`config.mk`:
```
export PLATFORM = sky130hd
export DESIGN_NAME = serial_adder_flat
export DESIGN_NICKNAME = d
export VERILOG_FILES = /design/src/rtl/serial_adder_if.sv /design/src/rtl/serial_adder.sv /design/src/flat_wrapper.sv
export SDC_FILE = /design/constraint.sdc
export NUM_CORES = 1
export LEC_CHECK = 0
export ABC_CLOCK_PERIOD_IN_PS = 1850
export CORE_MARGIN = 2
export CORE_UTILIZATION = 50
export CTS_CLUSTER_SIZE = 16
export DETAILED_ROUTE_END_ITERATION = 10
export PLACE_DENSITY = 0.74
export SYNTH_ARGS = -nofsm -noshare
export SYNTH_HDL_FRONTEND = slang
export SYNTH_SLANG_ARGS = --single-unit
export TNS_END_PERCENT = 1
```
`constraint.sdc`:
```
create_clock -name clk -period 1.85 [get_ports clk]
set_input_delay 0.2775 -clock clk [delete_from_list [all_inputs] [get_ports clk]]
set_output_delay 0.2775 -clock clk [all_outputs]
set_load 0.01 [all_outputs]
```
`src/rtl/serial_adder_if.sv`:
```
// rtl/serial_adder_if.sv - operand/result bundle for serial_adder; SUB exists only with SERIAL_ADDER_SUB_EN
interface serial_adder_if #(
    parameter int WIDTH = 8
);
    logic             start;
    logic [WIDTH-1:0] A;
    logic [WIDTH-1:0] B;
`ifdef SERIAL_ADDER_SUB_EN
    logic             SUB;
`endif
    logic [WIDTH-1:0] S;
    logic             C;
    logic             busy;
    logic             done;

`ifdef SERIAL_ADDER_SUB_EN
    modport master (output start, A, B, SUB, input S, C, busy, done);
    modport slave  (input start, A, B, SUB, output S, C, busy, done);
`else
    modport master (output start, A, B, input S, C, busy, done);
    modport slave  (input start, A, B, output S, C, busy, done);
`endif
endinterface

```
`src/rtl/serial_adder.sv`:
```
// rtl/serial_adder.sv - bit-serial LSB-first unsigned adder; SERIAL_ADDER_SUB_EN adds A-B mode
module serial_adder #(
    parameter int WIDTH = 8
) (
    input  logic           clk,
    input  logic           rst,
    serial_adder_if.slave  bus
);
    localparam int CW = (WIDTH > 2) ? $clog2(WIDTH) : 1;

    typedef enum logic [1:0] {
        IDLE = 2'd0,
        RUN  = 2'd1,
        DONE = 2'd2
    } state_t;

    state_t           state, state_nxt;
    logic [WIDTH-1:0] a_sr, b_sr, s_q;
    logic             cy, c_q;
    logic [CW-1:0]    cnt;
    logic             last_bit;
    logic             sub_sel;
    logic             h1_sum, h1_cy, sum_bit, h2_cy, cy_nxt;

`ifdef SERIAL_ADDER_SUB_EN
    assign sub_sel = bus.SUB;
`else
    assign sub_sel = 1'b0;
`endif

    // Two half adders chained into the full adder that is reused every cycle.
    assign h1_sum  = a_sr[0] ^ b_sr[0];
    assign h1_cy   = a_sr[0] & b_sr[0];
    assign sum_bit = h1_sum ^ cy;
    assign h2_cy   = h1_sum & cy;
    assign cy_nxt  = h1_cy | h2_cy;

    assign last_bit = (cnt == CW'(WIDTH - 1));

    always_ff @(posedge clk or posedge rst) begin
        if (rst) begin
            state <= IDLE;
        end else begin
            state <= state_nxt;
        end
    end

    always_comb begin
        state_nxt = state;
        bus.busy  = 1'b0;
        bus.done  = 1'b0;
        case (state)
            IDLE: begin
                if (bus.start) begin
                    state_nxt = RUN;
                end
            end
            RUN: begin
                bus.busy = 1'b1;
                if (last_bit) begin
                    state_nxt = DONE;
                end
            end
            DONE: begin
                bus.done  = 1'b1;
                state_nxt = IDLE;
            end
            default: state_nxt = IDLE;
        endcase
    end

    always_ff @(posedge clk or posedge rst) begin
        if (rst) begin
            a_sr <= '0;
            b_sr <= '0;
            s_q  <= '0;
            cy   <= 1'b0;
            c_q  <= 1'b0;
            cnt  <= '0;
        end else begin
            case (state)
                IDLE: begin
                    if (bus.start) begin
                        a_sr <= bus.A;
                        // Subtraction is A + ~B + 1: invert B and preload the carry.
                        b_sr <= sub_sel ? ~bus.B : bus.B;
                        cy   <= sub_sel;
                        cnt  <= '0;
                        s_q  <= '0;
                        c_q  <= 1'b0;
                    end
                end
                RUN: begin
                    s_q  <= {sum_bit, s_q[WIDTH-1:1]};
                    a_sr <= {1'b0, a_sr[WIDTH-1:1]};
                    b_sr <= {1'b0, b_sr[WIDTH-1:1]};
                    cy   <= cy_nxt;
                    cnt  <= cnt + CW'(1);
                    if (last_bit) begin
                        c_q <= cy_nxt;
                    end
                end
                default: ;
            endcase
        end
    end

    assign bus.S = s_q;
    assign bus.C = c_q;
endmodule

```
`src/flat_wrapper.sv`:
```
// flat-port wrapper written by rule: the top's interface ports become plain ports
module serial_adder_flat 
#(
    parameter int WIDTH = 8
)
  (clk, rst, bus_start, bus_A, bus_B, bus_S, bus_C, bus_busy, bus_done);
  serial_adder_if #(.WIDTH(WIDTH)) bus_i ();
  input  logic clk;
  input  logic rst;
  input wire logic [$bits(bus_i.start)-1:0] bus_start;
  input wire logic [$bits(bus_i.A)-1:0] bus_A;
  input wire logic [$bits(bus_i.B)-1:0] bus_B;
  output wire logic [$bits(bus_i.S)-1:0] bus_S;
  output wire logic [$bits(bus_i.C)-1:0] bus_C;
  output wire logic [$bits(bus_i.busy)-1:0] bus_busy;
  output wire logic [$bits(bus_i.done)-1:0] bus_done;
  assign bus_i.start = bus_start;
  assign bus_i.A = bus_A;
  assign bus_i.B = bus_B;
  assign bus_S = bus_i.S;
  assign bus_C = bus_i.C;
  assign bus_busy = bus_i.busy;
  assign bus_done = bus_i.done;
  serial_adder #(.WIDTH(WIDTH)) u_core (.clk(clk), .rst(rst), .bus(bus_i));
endmodule
```
==> results of run 1 <==
layout by cell type, fill, tap and decap left out:
cell type | netlist | layout
nor3b_1 | 14 | 14
a221oi_1 | 4 | 4
buf_4 | 2 | 9
o21bai_2 | 0 | 1
nor4b_1 | 7 | 7
a22o_1 | 13 | 13
and2b_1 | 1 | 1
inv_1 | 15 | 15
nor2b_1 | 5 | 5
nand2b_1 | 2 | 2
clkdlybuf4s50_1 | 0 | 29
a221o_1 | 1 | 1
a211oi_1 | 1 | 1
clkbuf_4 | 0 | 5
a211oi_2 | 9 | 9
nor2_1 | 1 | 1
nor4b_2 | 3 | 3
ha_1 | 2 | 2
clkinv_2 | 0 | 1
and2_1 | 2 | 2
fa_1 | 1 | 1
mux2_2 | 1 | 1
clkbuf_8 | 0 | 1
nor3b_2 | 1 | 1
dfrtp_1 | 31 | 31
and3b_1 | 1 | 1
a21oi_1 | 1 | 1
sequential cells by signal (all words and copies together) (netlist names):
register      count
u_core.a_sr       8
u_core.cy         1
u_core.state      2
u_core.cnt        3
u_core.bus.S      8
u_core.b_sr       8
u_core.bus.C      1
metal layers:
metal  wire (µm)  up-vias  GRT usage
li1            -      532          -
met1        1340      576      0.246
met2        1490       27      0.298
met3         125        5     0.0455
met4          27        0     0.0762
met5           0        -          0
kinds of logic (layout without fill, tap and decap cells):
| family | after synthesis | after routing |
|---|---|---|
| compound gates | 30 | 30 |
| fa+ha+maj | 3 | 3 |
| buf+inv | 26 | 60 |
| flops | 31 | 31 |
| mux | 1 | 1 |
| simple gates | 37 | 37 |
cell type report:
type | instances | area [µm²]
fill | 249 | 1060
sequential | 31 | 776
multi-input combinational | 71 | 652
timing repair buffer | 38 | 358
inverter | 15 | 56.3
clock buffer | 6 | 51.3
tap | 33 | 41.3
clock inverter | 1 | 5.00
power breakdown:
group	internal [mW]	total [mW]	switching [mW]	leakage [nW]
Combinational	0.732	1.36	0.632	0.431
Clock	0.176	0.395	0.219	0.0341
Sequential	0.985	1.20	0.210	0.379
Total	1.89	2.95	1.06	0.844
through the flow:
stage,hold slack [ns],instances,worst slack (ns)
2_1_floorplan,0.381,128,0.496
3_3_place_gp,0.487,188,0.303
3_5_place_dp,0.493,188,0.301
4_1_cts,0.342,195,0.0655
5_1_grt,0.354,195,0.0147
6_report,0.336,195,0.0777
final timing paths:
check / startpoint / end
max in group asynchronous: rst / u_core.cnt[1]
min: rst / u_core.bus.S[0]
max: u_core.state[1] / bus_busy
max reg2reg: u_core.state[1] / u_core.cnt[0]
min in group clk: u_core.a_sr[7] / u_core.a_sr[7]
min reg2reg: u_core.a_sr[7] / u_core.a_sr[7]
critical path, delay by kind of cell, from the launching register on:
kind | cells | cell delay [ns]
flip-flops | 1 | 0.41
buffers and inverters | 1 | 0.54
AND/OR/NAND/NOR | 1 | 0.23
==> metrics.txt, run 1 <==
routed length per placed instance 15.3 µm; critical path arrival 1.49 ns; die area 0.00356 mm²; post-synthesis compound-gate area fraction 0.188; H-tree level count 2; DIE WIDTH 59.7 µm; Synth Warn # 0; Setup Skew 0.00862 ns; gr usage total 0.188; Synth area leaders dfrtp_1 50%, a22o_1 7.3%, a211oi_2 7.3%, nor3b_1 6.8%, nor4b_1 4.0%; hold buffers post-CTS 0; Max Freq 0.564 GHz; CTS tree done; Avg Inst Size Synth 12.1 µm²; initial DRC count 67; GPL Wtd Cong 0.752; Max Cap Viol 0; Vias 1140; Ant. Diodes 0; post-synthesis simple-gate area fraction 0.194; type of the tightest min-delay check input port to asynchronous set/reset pin; most frequent cell after synthesis dfrtp_1; sequential fraction of the synthesis area 0.500; post-CTS setup buffer count 0; Final Cell Area 0.00194 mm²; post-cts sizing count 0; Crit path required time 1.57 ns; I/O pin count 30; status completed; xor/xnor share of the synthesized area 0; Fin Setup TNS 0 ns; Vias/cell 5.85; Total Wirelength 2.99 mm; Mapped Area 0.00155 mm²; Max VDD drop 0.670 mV; Synth async-reset ratio 1.00; Area Overhead vs Synth 25.0%; largest family of logic cells by synthesized area simple AND/OR/NAND/NOR gates; Least-Margin Pin Slew 0.387 ns; placed inst area 0.00188 mm²; Pwr Total 2.95 mW; final slew viol count 0; CORE AREA 0.00300 mm²; leading register cell type out of synthesis dfrtp_1; worst-path cell chain and2b_1, clkdlybuf4s50_1; critical setup path kind register to output pin; first-pass GRT wire length 4.93 mm; CP Capture Type output pin; Worst setup SP type register; Post-Syn Instances 128; ANT nets after route 0; unrepaired setup endpoints after global routing false; Clk Latency, worst-skew pair 0.32 ns; r2r setup slk 0.35 ns; syn nets 150; Post-synth EDFFs 0; cts bufs inserted 5; pwr/cell area 1520 mW/mm²; Static Leak 0.844 nW; peak per-stage delay on the critical path 0.54 ns; CP max-delay cell clkdlybuf4s50_1; DRC 0; CTS sink count 31; share of the synthesized area in the top cell type 0.500; nets 184; Initial Utilization 0.517; initial antenna violation count 0; Port Buffers 29; Clock Tree Root clkbuf_4; Pre-antenna DRT Iters 5; final setup vio count 0; worst-case reg-to-reg path depth 4; vias in the first global route 1083; Max transition margin 0.742; #FFs+latches synth 31; count of final hold-check violations 0; GR Overflow Total 0; Clk pin slew, worst setup/hold paths 0.10 ns; layout cells sized above 1 0.191; final period utilization 0.958; Core Util, Final 0.646; Commonest cells post-synth 31 x dfrtp_1, 15 x inv_1, 14 x nor3b_1; FP Rows 20; Post-Synth Adder-Cell Area 0.0290; Detailed Place HPWL 2.14 mm; maximum fanout along the worst path 4; largest net degree at the start of global routing 32; Yosys top cell by area dfrtp_1; Yosys cell types 26; Max Buffers Root-to-Sink 2; mux cell area share after synthesis 0.00726; minimum clock period 1.77 ns; Die Ht 59.7 µm
No activity file was read; power rests on OpenSTA's default activity.
==> inputs of run 2 (changes only) <==
CORE_MARGIN = unset   (was 2)
GPL_TIMING_DRIVEN = 0   (was unset)
==> metrics.txt, run 2 (synthesized netlist as in run 1, its figures left out) <==
status finished, violations left (was completed); failing checks DRC; hold buffers post-CTS 0 (unchanged); Crit path required time 1.57 ns (about the same); FP Rows 19 (was 20); vias in the first global route 1109 (was 1083); count of final hold-check violations 0 (unchanged); crit path capture bus_busy (unchanged); unrepaired setup endpoints after global routing false (unchanged); Worst setup SP type register (unchanged); Pre-antenna DRT Iters 9 (was 5); Max Freq 0.567 GHz (was 0.564 GHz); met2 routed WL 1.57 mm (was 1.49 mm); Static Leak 0.866 nW (was 0.844 nW); Max VDD drop 0.713 mV (was 0.670 mV); Port Buffers 29 (unchanged); number of fillers in the final layout 214 (was 249); die area 0.00333 mm² (was 0.00356 mm²); most frequent cells in the layout 31 x dfrtp_1, 27 x clkdlybuf4s50_1, 15 x inv_1, 14 x nor3b_1, 13 x a22o_1 (was 31 x dfrtp_1, 29 x clkdlybuf4s50_1, 15 x inv_1, 14 x nor3b_1, 13 x a22o_1); cts bufs inserted 5 (unchanged); Ant. Diodes 0 (unchanged); critical path startpoint u_core.state[1] (unchanged); pwr/cell area 1530 mW/mm² (was 1520 mW/mm²); maximum fanout along the worst path 10 (was 4); GPL Wtd Cong 0.790 (was 0.752); final period utilization 0.953 (was 0.958); gr usage total 0.207 (was 0.188); Vias 1137 (was 1140); critical setup path kind register to output pin (unchanged); Clock Tree Root clkbuf_4 (unchanged); Sequential cell area 776 µm² (unchanged); Setup Skew 0.00788 ns (was 0.00862 ns); final setup vio count 0 (unchanged); pre-CTS setup slack 0.0427 ns (was 0.301 ns); final worst slack 0.0868 ns (was 0.0777 ns); nets 186 (was 184); critical path arrival 1.49 ns (about the same); Clk Latency, worst-skew pair 0.32 ns (about the same); CORE AREA 0.00285 mm² (was 0.00300 mm²); Least-Margin Pin Slew 0.348 ns (was 0.387 ns); routed length per placed instance 15.6 µm (was 15.3 µm); Total Wirelength 3.06 mm (was 2.99 mm); CTS tree done (unchanged); met1 wire length 1.35 mm (was 1.34 mm); worst-case reg-to-reg path depth 3 (was 4); Detailed Place HPWL 2.12 mm (was 2.14 mm); Fin Setup TNS 0 ns (unchanged); initial antenna violation count 0 (unchanged); r2r endpoint u_core.bus.C (was u_core.cnt[0]); Area Overhead vs Synth 27.8% (was 25.0%); met3 wire len 110 µm (was 125 µm); minimum clock period 1.76 ns (was 1.77 ns); Vias/cell 5.80 (was 5.85); layout cells sized above 1 0.200 (was 0.191); top layer in use met4 (unchanged); Max Buffers Root-to-Sink 2 (unchanged); largest net degree at the start of global routing 32 (unchanged); first-pass GRT wire length 5.23 mm (was 4.93 mm); post-CTS setup buffer count 0 (unchanged); CTS sink count 31 (unchanged); worst flop-to-flop path startpoint u_core.cy (was u_core.state[1]); I/O pin count 30 (unchanged); ANT nets after route 0 (unchanged); Clk pin slew, worst setup/hold paths 0.10 ns (about the same); GR Overflow Total 0 (unchanged); DIE WIDTH 57.7 µm (was 59.7 µm); initial DRC count 36 (was 67); Hold WS 0.213 ns (was 0.336 ns); r2r setup slk 0.44 ns (was 0.35 ns); DRC 1 (was 0); post-cts sizing count 8 (was 0); Max transition margin 0.765 (was 0.742); final slew viol count 0 (unchanged); Initial Utilization 0.544 (was 0.517); Max Cap Viol 0 (unchanged); type of the tightest min-delay check input port to asynchronous set/reset pin (unchanged); H-tree level count 2 (unchanged); Multi-input gate area 649 µm² (was 652 µm²); CP Capture Type output pin (unchanged); most common cell after layout, fill and taps aside dfrtp_1 (unchanged); Die Ht 57.7 µm (was 59.7 µm)
run 2: changes by cell type in the layout (fill, tap and decap cells not counted), sizes merged:
cell	change
clkdlybuf4s50	-2
clkinv	-1
dlygate4sd2	+2
buf	+1
clkbuf	+3
run 2: layout make-up:
class                           instances  share of cell area
Buffer                                 10              0.0397
Clock buffer                            8              0.0347
Inverter                               15              0.0284
Multi-Input combinational cell         71               0.327
Sequential cell                        31               0.391
Tap cell                               31              0.0196
Timing Repair Buffer                   30               0.159
run 2: worst min-delay path by stage:
stage,from,end,slack (ns),cells after the start
after floorplan,rst,u_core.a_sr[0],0.38,1
after global placement,u_core.bus.S[0],u_core.bus.S[0],0.49,1
after detailed placement,u_core.cnt[2],u_core.cnt[2],0.49,1
after CTS,u_core.cnt[2],u_core.cnt[2],0.52,1
after global routing,rst,u_core.bus.S[0],0.26,2
final,rst,u_core.b_sr[3],0.21,2
run 2: power breakdown:
part	internal (mW)	switching, mW	total (mW)
registers	0.985	0.199	1.18
logic	0.745	0.645	1.39
clock network	0.224	0.229	0.453
run 2: worst max-delay path, stage by stage, from the launching register on:
cell	delay, ns
dfrtp_1	0.42
and2b_2	0.29
buf_4	0.18
dlygate4sd2_1	0.28
run 2: metrics by stage:
stage / instance area, µm² / util / instances / total power [mW]
CTS: 1960 / 0.686 / 195 / 3.04
floorplan: 1550 / - / 128 / 2.12
global placement: 1880 / 0.659 / 188 / 2.51
global route: 1980 / 0.695 / 196 / 3.25
finish: 1980 / 0.695 / 196 / 3.03
detailed placement: 1880 / 0.659 / 188 / 2.59
run 2: routing by layer:
layer,track usage,vias to the layer above
met1,0.274,569
li1,-,535
met5,0,-
met4,0.0612,0
met3,0.0424,4
met2,0.347,29
==> inputs of run 3 (changes only) <==
CORE_MARGIN = 4   (was unset)
CORE_UTILIZATION = 30   (was 50)
PLACE_DENSITY = 0.48   (was 0.74)
==> metrics.txt, run 3 (synthesized netlist as in run 1, its figures left out) <==
Worst setup SP type register (unchanged); initial antenna violation count 0 (unchanged); final slew viol count 0 (unchanged); count of final hold-check violations 0 (unchanged); pwr/cell area 1550 mW/mm² (was 1530 mW/mm²); critical setup path kind register to output pin (unchanged); critical path arrival 1.44 ns (was 1.49 ns); crit path capture bus_busy (unchanged); first-pass GRT wire length 5.73 mm (was 5.23 mm); worst flop-to-flop path startpoint u_core.cy (unchanged); most common cell after layout, fill and taps aside dfrtp_1 (unchanged); status completed (was finished, violations left); Placed Cells 224 (was 188); Static Leak 0.879 nW (was 0.866 nW); die area 0.00639 mm² (was 0.00333 mm²); Max Buffers Root-to-Sink 2 (unchanged); final period utilization 0.928 (was 0.953); CORE AREA 0.00488 mm² (was 0.00285 mm²); worst-case reg-to-reg path depth 3 (unchanged); largest net degree at the start of global routing 32 (unchanged); most frequent cells in the layout 31 x dfrtp_1, 27 x clkdlybuf4s50_1, 15 x inv_1, 14 x nor3b_1, 13 x a22o_1 (unchanged); r2r setup slk 0.44 ns (about the same); final worst slack 0.133 ns (was 0.0868 ns); initial DRC count 59 (was 36); DIE WIDTH 79.9 µm (was 57.7 µm); Vias/cell 4.89 (was 5.80); GPL Wtd Cong 0.722 (was 0.790); CTS sink count 31 (unchanged); pre-CTS setup slack 0.0211 ns (was 0.0427 ns); cts bufs inserted 5 (unchanged); type of the tightest min-delay check input port to asynchronous set/reset pin (unchanged); nets 186 (unchanged); Pre-antenna DRT Iters 4 (was 9); Port Buffers 29 (unchanged); Max Cap Viol 0 (unchanged); CTS tree done (unchanged); Max transition margin 0.546 (was 0.765); Least-Margin Pin Slew 0.680 ns (was 0.348 ns); DRC 0 (was 1); Setup Skew 0.00614 ns (was 0.00788 ns); Clock Tree Root clkbuf_8 (was clkbuf_4); ANT nets after route 0 (unchanged); Clk Latency, worst-skew pair 0.28 ns (was 0.32 ns); critical path startpoint u_core.state[1] (unchanged); Die Ht 79.9 µm (was 57.7 µm); H-tree level count 2 (unchanged); Max VDD drop 0.522 mV (was 0.713 mV); minimum clock period 1.72 ns (was 1.76 ns); Ant. Diodes 0 (unchanged); unrepaired setup endpoints after global routing false (unchanged); layout cells sized above 1 0.195 (was 0.200); Total Wirelength 3.35 mm (was 3.06 mm); FP Rows 25 (was 19); I/O pin count 30 (unchanged); routed length per placed instance 14.5 µm (was 15.6 µm); Initial Utilization 0.318 (was 0.544); r2r endpoint u_core.bus.C (unchanged); Max Freq 0.582 GHz (was 0.567 GHz); final setup vio count 0 (unchanged); Pwr Total 3.20 mW (was 3.03 mW); vias in the first global route 1225 (was 1109); Crit path required time 1.57 ns (about the same); Vias 1130 (was 1137); Clk pin slew, worst setup/hold paths 0.06 ns (was 0.10 ns); final std cells w/o fill 231 (was 196); gr usage total 0.119 (was 0.207); GR Overflow Total 0 (unchanged); maximum fanout along the worst path 10 (unchanged); Area Overhead vs Synth 33.1% (was 27.8%); CP Capture Type output pin (unchanged); Detailed Place HPWL 2.37 mm (was 2.12 mm)
-- run 3: timing repair --
item                       4_1_cts  5_1_grt
setup endpoints to repair        2        0
hold buffers                     0        0
buffers inserted                 0        0
gates resized for setup          9        0
-- run 3: final cells by class --
class                           instances  area, µm²
Fill cell                             486       2810
Sequential cell                        31        776
Multi-Input combinational cell         71        649
Timing Repair Buffer                   30        315
Tap cell                               67       83.8
Buffer                                 10       82.6
Clock buffer                            6       72.6
Inverter                               15       56.3
Clock inverter                          1       30.0
-- run 3: metrics by stage --
| stage | TNS [ns] | area (µm²) | utilization | hold WS (ns) |
|---|---|---|---|---|
| 6_report | 0 | 2070 | 0.423 | 0.398 |
| 5_1_grt | 0 | 2070 | 0.423 | 0.470 |
| 4_1_cts | 0 | 2040 | 0.418 | 0.516 |
| 3_5_place_dp | 0 | 1930 | 0.395 | 0.501 |
| 3_3_place_gp | -0.000256 | 1930 | 0.395 | 0.488 |
| 2_1_floorplan | 0 | 1550 | - | 0.381 |
-- run 3: worst min-delay path by stage --
stage	start	to	slack (ns)	cells after the start
3_5_place_dp	u_core.b_sr[7]	u_core.b_sr[7]	0.50	1
3_3_place_gp	u_core.cnt[2]	u_core.cnt[2]	0.49	1
6_report	rst	u_core.bus.S[0]	0.40	2
4_1_cts	u_core.b_sr[7]	u_core.b_sr[7]	0.52	1
5_1_grt	rst	u_core.bus.S[2]	0.47	2
2_1_floorplan	rst	u_core.a_sr[0]	0.38	1
-- run 3: power by group --
part,internal [mW],total [mW],switching (mW)
Sequential,0.988,1.19,0.202
Clock,0.394,0.627,0.233
Combinational,0.744,1.38,0.634
Total,2.13,3.20,1.07
-- run 3: metal layers --
| layer | GRT usage | routed length, µm | up-vias |
|---|---|---|---|
| li1 | - | - | 531 |
| met5 | 0 | 0 | - |
| met2 | 0.198 | 1710 | 23 |
| met3 | 0.0305 | 140 | 5 |
| met1 | 0.140 | 1440 | 571 |
| met4 | 0.0608 | 55 | 0 |
-- run 3: worst max-delay path, stage by stage (launching register included) --
cell and delay [ns]:
dfrtp_1 0.41, and2b_2 0.29, buf_4 0.18, dlygate4sd2_1 0.28
